===== src/rtl/axil_client_req_bridge.sv =====
// axil_client_req_bridge: AXI4-Lite slave to single-outstanding req/gnt register-bus bridge.
// Ports:
//   clk_i, rst_ni              clock, async active-low reset
//   s_axil_aw*/w*/b*           AXI-Lite write address/data/response channels (awprot ignored)
//   s_axil_ar*/r*              AXI-Lite read address/data channels (arprot ignored)
//   req_o/gnt_i                device request handshake, addr_o/we_o/wdata_o/be_o/size_o held while req_o
//   valid_i/rdata_i            device response, captured into a one-entry response buffer
module axil_client_req_bridge #(
  parameter int axil_data_width_p = 32,
  parameter int axil_addr_width_p = 32,
  parameter int dev_addr_width_p  = 22
) (
  input  logic                           clk_i,
  input  logic                           rst_ni,
  input  logic [axil_addr_width_p-1:0]   s_axil_awaddr_i,
  input  logic [2:0]                     s_axil_awprot_i,
  input  logic                           s_axil_awvalid_i,
  output logic                           s_axil_awready_o,
  input  logic [axil_data_width_p-1:0]   s_axil_wdata_i,
  input  logic [axil_data_width_p/8-1:0] s_axil_wstrb_i,
  input  logic                           s_axil_wvalid_i,
  output logic                           s_axil_wready_o,
  output logic [1:0]                     s_axil_bresp_o,
  output logic                           s_axil_bvalid_o,
  input  logic                           s_axil_bready_i,
  input  logic [axil_addr_width_p-1:0]   s_axil_araddr_i,
  input  logic [2:0]                     s_axil_arprot_i,
  input  logic                           s_axil_arvalid_i,
  output logic                           s_axil_arready_o,
  output logic [axil_data_width_p-1:0]   s_axil_rdata_o,
  output logic [1:0]                     s_axil_rresp_o,
  output logic                           s_axil_rvalid_o,
  input  logic                           s_axil_rready_i,
  output logic                           req_o,
  input  logic                           gnt_i,
  output logic [dev_addr_width_p-1:0]    addr_o,
  output logic                           we_o,
  output logic [axil_data_width_p-1:0]   wdata_o,
  output logic [axil_data_width_p/8-1:0] be_o,
  output logic [1:0]                     size_o,
  input  logic                           valid_i,
  input  logic [axil_data_width_p-1:0]   rdata_i
);
  localparam int SB = axil_data_width_p / 8;
  localparam int LG = $clog2(SB);
  logic                         cmd_v_q, cmd_v_d, cmd_we_q, cmd_we_d, busy_q, busy_d, resp_v_q, resp_v_d;
  logic [dev_addr_width_p-1:0]  cmd_addr_q, cmd_addr_d;
  logic [axil_data_width_p-1:0] cmd_wdata_q, cmd_wdata_d, resp_data_q, resp_data_d;
  logic [1:0]                   cmd_size_q, cmd_size_d, size_w;
  logic [SB-1:0]                mask;
  logic                         wr_pair, aw_hs, ar_hs, pop, resp_ld, unused;
  assign unused = ^{s_axil_awaddr_i, s_axil_araddr_i, s_axil_awprot_i, s_axil_arprot_i};
  assign wr_pair = s_axil_awvalid_i & s_axil_wvalid_i;
  assign s_axil_awready_o = rst_ni & ~cmd_v_q & wr_pair;
  assign s_axil_wready_o  = s_axil_awready_o;
  assign s_axil_arready_o = rst_ni & ~cmd_v_q & s_axil_arvalid_i & ~wr_pair;
  assign aw_hs = s_axil_awready_o;
  assign ar_hs = s_axil_arready_o;
  assign req_o = cmd_v_q & ~busy_q;
  assign addr_o = cmd_addr_q;
  assign we_o = cmd_we_q;
  assign wdata_o = cmd_wdata_q;
  assign size_o = cmd_size_q;
  assign be_o = '1;
  assign s_axil_bvalid_o = resp_v_q & cmd_we_q;
  assign s_axil_rvalid_o = resp_v_q & ~cmd_we_q;
  assign s_axil_rdata_o = resp_data_q;
  assign s_axil_bresp_o = 2'b00;
  assign s_axil_rresp_o = 2'b00;
  assign pop = (s_axil_bvalid_o & s_axil_bready_i) | (s_axil_rvalid_o & s_axil_rready_i);
  // Responses only count while a device transaction is outstanding, so stray
  // valid_i after a reset cannot fabricate a B/R beat.
  assign resp_ld = valid_i & ~resp_v_q & busy_q;
  // Contiguous low-lane strobes map to their byte-count log2; anything else is a full word.
  always_comb begin
    size_w = 2'(LG);
    mask = '0;
    for (int i = 0; i <= LG; i++) begin
      mask = SB'((1 << (1 << i)) - 1);
      size_w = (s_axil_wstrb_i == mask) ? 2'(i) : size_w;
    end
  end
  always_comb begin
    cmd_v_d = pop ? 1'b0 : (aw_hs | ar_hs) ? 1'b1 : cmd_v_q;
    cmd_we_d = aw_hs ? 1'b1 : ar_hs ? 1'b0 : cmd_we_q;
    cmd_addr_d = aw_hs ? s_axil_awaddr_i[dev_addr_width_p-1:0] : ar_hs ? s_axil_araddr_i[dev_addr_width_p-1:0] : cmd_addr_q;
    cmd_wdata_d = aw_hs ? s_axil_wdata_i : ar_hs ? '0 : cmd_wdata_q;
    cmd_size_d = aw_hs ? size_w : ar_hs ? 2'(LG) : cmd_size_q;
    busy_d = (req_o & gnt_i) ? 1'b1 : pop ? 1'b0 : busy_q;
    resp_v_d = pop ? 1'b0 : resp_ld ? 1'b1 : resp_v_q;
    resp_data_d = resp_ld ? rdata_i : resp_data_q;
  end
  always_ff @(posedge clk_i or negedge rst_ni) begin
    if (!rst_ni) begin
      cmd_v_q <= 1'b0;
      cmd_we_q <= 1'b0;
      cmd_addr_q <= '0;
      cmd_wdata_q <= '0;
      cmd_size_q <= '0;
      busy_q <= 1'b0;
      resp_v_q <= 1'b0;
      resp_data_q <= '0;
    end else begin
      cmd_v_q <= cmd_v_d;
      cmd_we_q <= cmd_we_d;
      cmd_addr_q <= cmd_addr_d;
      cmd_wdata_q <= cmd_wdata_d;
      cmd_size_q <= cmd_size_d;
      busy_q <= busy_d;
      resp_v_q <= resp_v_d;
      resp_data_q <= resp_data_d;
    end
  end
endmodule


===== config.mk =====
export PLATFORM = sky130hd
export DESIGN_NAME = axil_client_req_bridge
export DESIGN_NICKNAME = d
export VERILOG_FILES = /design/src/rtl/axil_client_req_bridge.sv
export SDC_FILE = /design/constraint.sdc
export NUM_CORES = 1
export LEC_CHECK = 0
export ABC_AREA = 1
export BUFFER_PORTS_ARGS = -buffer_cell sky130_fd_sc_hd__buf_2
export CAP_MARGIN = 20
export CORE_MARGIN = 1.5
export CORE_UTILIZATION = 45
export DETAILED_ROUTE_END_ITERATION = 16
export PLACE_DENSITY = 0.82
export SYNTH_ARGS = -nofsm -noshare
export SYNTH_HDL_FRONTEND = slang
export SYNTH_SLANG_ARGS = --single-unit

===== constraint.sdc =====
create_clock -name clk_i -period 1.85 [get_ports clk_i]
set_input_delay 0.2775 -clock clk_i [delete_from_list [all_inputs] [get_ports clk_i]]
set_output_delay 0.2775 -clock clk_i [all_outputs]
set_load 0.05 [all_outputs]

==> key figures <==
Pwr
  – LEAKAGE: 3.46 nW
  – Pwr per Cell Area: 1820 nW/um^2
  – Peak supply drop: 1.27 mV

Synth
  – Post-synth top area share: 0.551
  – Top_reg_cell synth: dfrtp_1
  – Post-Syn Area per Cell: 8.06 sq um
  – Unique masters post-synth: 16
  – Post-synthesis sequential area ratio: 0.551
  – Async set or reset register ratio after synthesis: 1.00
  – Commonest cells post-synth: 155 x nand2_1, 101 x nand3_1, 92 x dfrtp_1
  – Mapped Area: 4180 sq um
  – Synth Area in Compound Gates: 0.0416
  – Ranking of synthesized cells by area: dfrtp_1 55%, nand2_1 14%, nand3_1 12%, inv_1 7.4%, o21ai_0 4.0%
  – Yosys top cell by area: dfrtp_1
  – Post-synth EDFFs: 0
  – Mux contribution to synthesized area: 0
  – Synth Area in Adders: 0
  – Main combinational cell family by area after synthesis: simple AND/OR/NAND/NOR gates
  – Post-synthesis simple-gate area fraction: 0.273
  – Most frequent cell after synthesis: nand2_1
  – Yosys warns: 0
  – Gate Count Post-Synth: 518
  – Synth Area in XOR/XNOR: 0
  – Register bit total from synthesis: 92

Timing
  – Skew final: 0.0109 ns
  – Fmax: 580 MHz
  – Final worst path period need: 1.73 ns
  – Worst hold margin: 0.0279 ns
  – Setup_tns: 0 ns
  – Worst rel slew slack: 0.580
  – Fin. Hold Viols: 0
  – Number of slew-limit violations in the final report: 0
  – Slew @ Worst Pin: 0.629 ns
  – RSZ-0062 raised after global routing: no
  – Setup violators final: 0
  – Tcrit/Tclk final: 0.933

Final layout
  – Final core area utilization: 0.619
  – Fin cells: 834
  – Layout cells sized above 1: 0.346
  – Final instance area: 5470 sq um
  – Final antenna diode count: 0
  – Final nets: 869
  – Area grow syn2layout: 31.1%

Global routing
  – Largest net degree at the start of global routing: 81
  – Total gr overflow: 0
  – Initial antenna violation count: 0
  – Vias in the first global route: 3615
  – First-pass GRT wire length: 16800 um
  – GR Util All Layers: 0.213

Critical path
  – Largest fanout on the critical path: 16
  – Critical Path End Type: primary output
  – Worst Path Arrival: 1.45 ns
  – Critical path required time: 1.57 ns
  – Critical Path Source Type: flop
  – Critical path class: reg2out

Run status
  – Status: finished clean

Floorplan
  – Chip width: 99.3 um
  – Die area: 9870 sq um
  – I/O Pins: 250
  – Row Count: 34
  – Initial Util: 0.472
  – Die Y: 99.3 um
  – Core area: 8850 sq um

Clocking
  – Clk slew on worst S/H paths: 0.10 ns
  – H-tree Lvls: 3
  – Clk sink count: 92
  – Clock tree buffer depth: 2
  – Clk Latency, worst-skew pair: 0.35 ns
  – TritonCTS clock tree: yes
  – Root Buffer: clkbuf_8
  – Total CTS buffers: 9

Place
  – Post-DP Area: 5290 sq um
  – IO buf count: 215
  – Dpl hpwl: 7760 um
  – GP Congestion: 0.769
  – Post-Place Cells: 819

Detailed routing
  – Detail Route Antenna Nets: 0
  – DR vias: 3998
  – TritonRoute pass-1 iters: 5
  – WL final: 10500 um
  – Per-cell routed wire length: 12.6 um
  – # DRC: 0
  – Avg Vias per Cell: 4.79
  – Iteration-0 DRC Markers: 160

Worst hold path
  – Hold Crit Class: in2async

Job
  – Max Cap Viol: 0
[power breakdown]
group | switching [W] | internal [W]
Clock | 0.000715 | 0.000498
Sequential | 0.000463 | 0.00283
Combinational | 0.00425 | 0.00119
[cells in the final DEF (no fill, tap or decap)]
cell and count:
buf_4 12, nor2_2 2, clkinv_2 2, buf_12 2, nand3_1 100, o21ai_0 33
dfrtp_1 92, clkinv_4 2, buf_2 212, inv_1 82, inv_8 1, clkbuf_8 9
a21oi_2 1, nand2_2 2, nor2_4 1, inv_6 1, nor2_1 5, nand3_2 1
conb_1 8, nand2_1 155, clkinvlp_4 1, inv_2 2
[routing by layer]
layer,track usage,up-vias,part of all wire
li1,-,1973,-
met1,0.272,1846,0.42
met2,0.364,166,0.50
met3,0.0394,13,0.067
met4,0.0758,0,0.016
met5,0,-,0
[path summary, 6_finish.rpt]
| path | from | endpoint | slack, ns | depth (start not counted) |
|---|---|---|---|---|
| worst min-delay path | rst_ni | s_axil_rdata_o[27]$_DFFE_PN0P_ | 0.03 | 2 |
| min in group clk_i | s_axil_wstrb_i[1] | size_o[0]$_DFFE_PN0P_ | 0.12 | 3 |
| max in group asynchronous | rst_ni | addr_o[21]$_DFFE_PN0P_ | 0.79 | 3 |
| worst max register to register | resp_v_q$_DFFE_PN0P_ | s_axil_rdata_o[21]$_DFFE_PN0P_ | 0.42 | 4 |
| worst min register to register | s_axil_rdata_o[3]$_DFFE_PN0P_ | s_axil_rdata_o[3]$_DFFE_PN0P_ | 0.49 | 2 |
| worst max-delay path | cmd_v_q$_DFFE_PN0P_ | s_axil_awready_o | 0.12 | 4 |
[final cells by class]
class,instances,area (sq um)
fill,779,3370
clock inverter,6,50.0
multi-input combinational,308,1350
inverter,85,320
sequential,92,2300
timing repair buffer,226,1190
clock buffer,9,124
tap,108,135
[timing repair]
item / in CTS / in global routing
gates resized for setup: 2 / 1
setup buffers: 0 / 0
endpoints found under the setup margin: 2 / 2
hold buffers: 0 / 0
[state kept, by name, indices dropped and copies added (netlist names)]
register and flops:
addr_o 22, resp_v_q 1, cmd_v_q 1, size_o 2
busy_q 1, we_o 1, s_axil_rdata_o 32, wdata_o 32
[per-stage QoR]
| stage | setup slack (ns) | power [W] |
|---|---|---|
| 6_report | 0.124 | 0.00995 |
| 5_1_grt | 0.00283 | 0.0105 |
| 4_1_cts | 0.0337 | 0.0100 |
| 3_5_place_dp | 0.335 | 0.00880 |
| 3_3_place_gp | 0.368 | 0.00867 |
| 2_1_floorplan | 0.0775 | 0.00740 |
[cells by family after synthesis]
family                 count (synthesis)
buffers and inverters                124
and+or+nand+nor                      266
AOI/OAI and AO/OA                     34
DFF                                   92
other                                  2
[critical path, cell delays in order, from the launching register on]
cell and delay, ns:
dfrtp_1 0.43, nor2_4 0.16, nand2_2 0.09, clkinv_2 0.18, buf_4 0.24
No activity file was read; power rests on OpenSTA's default activity.
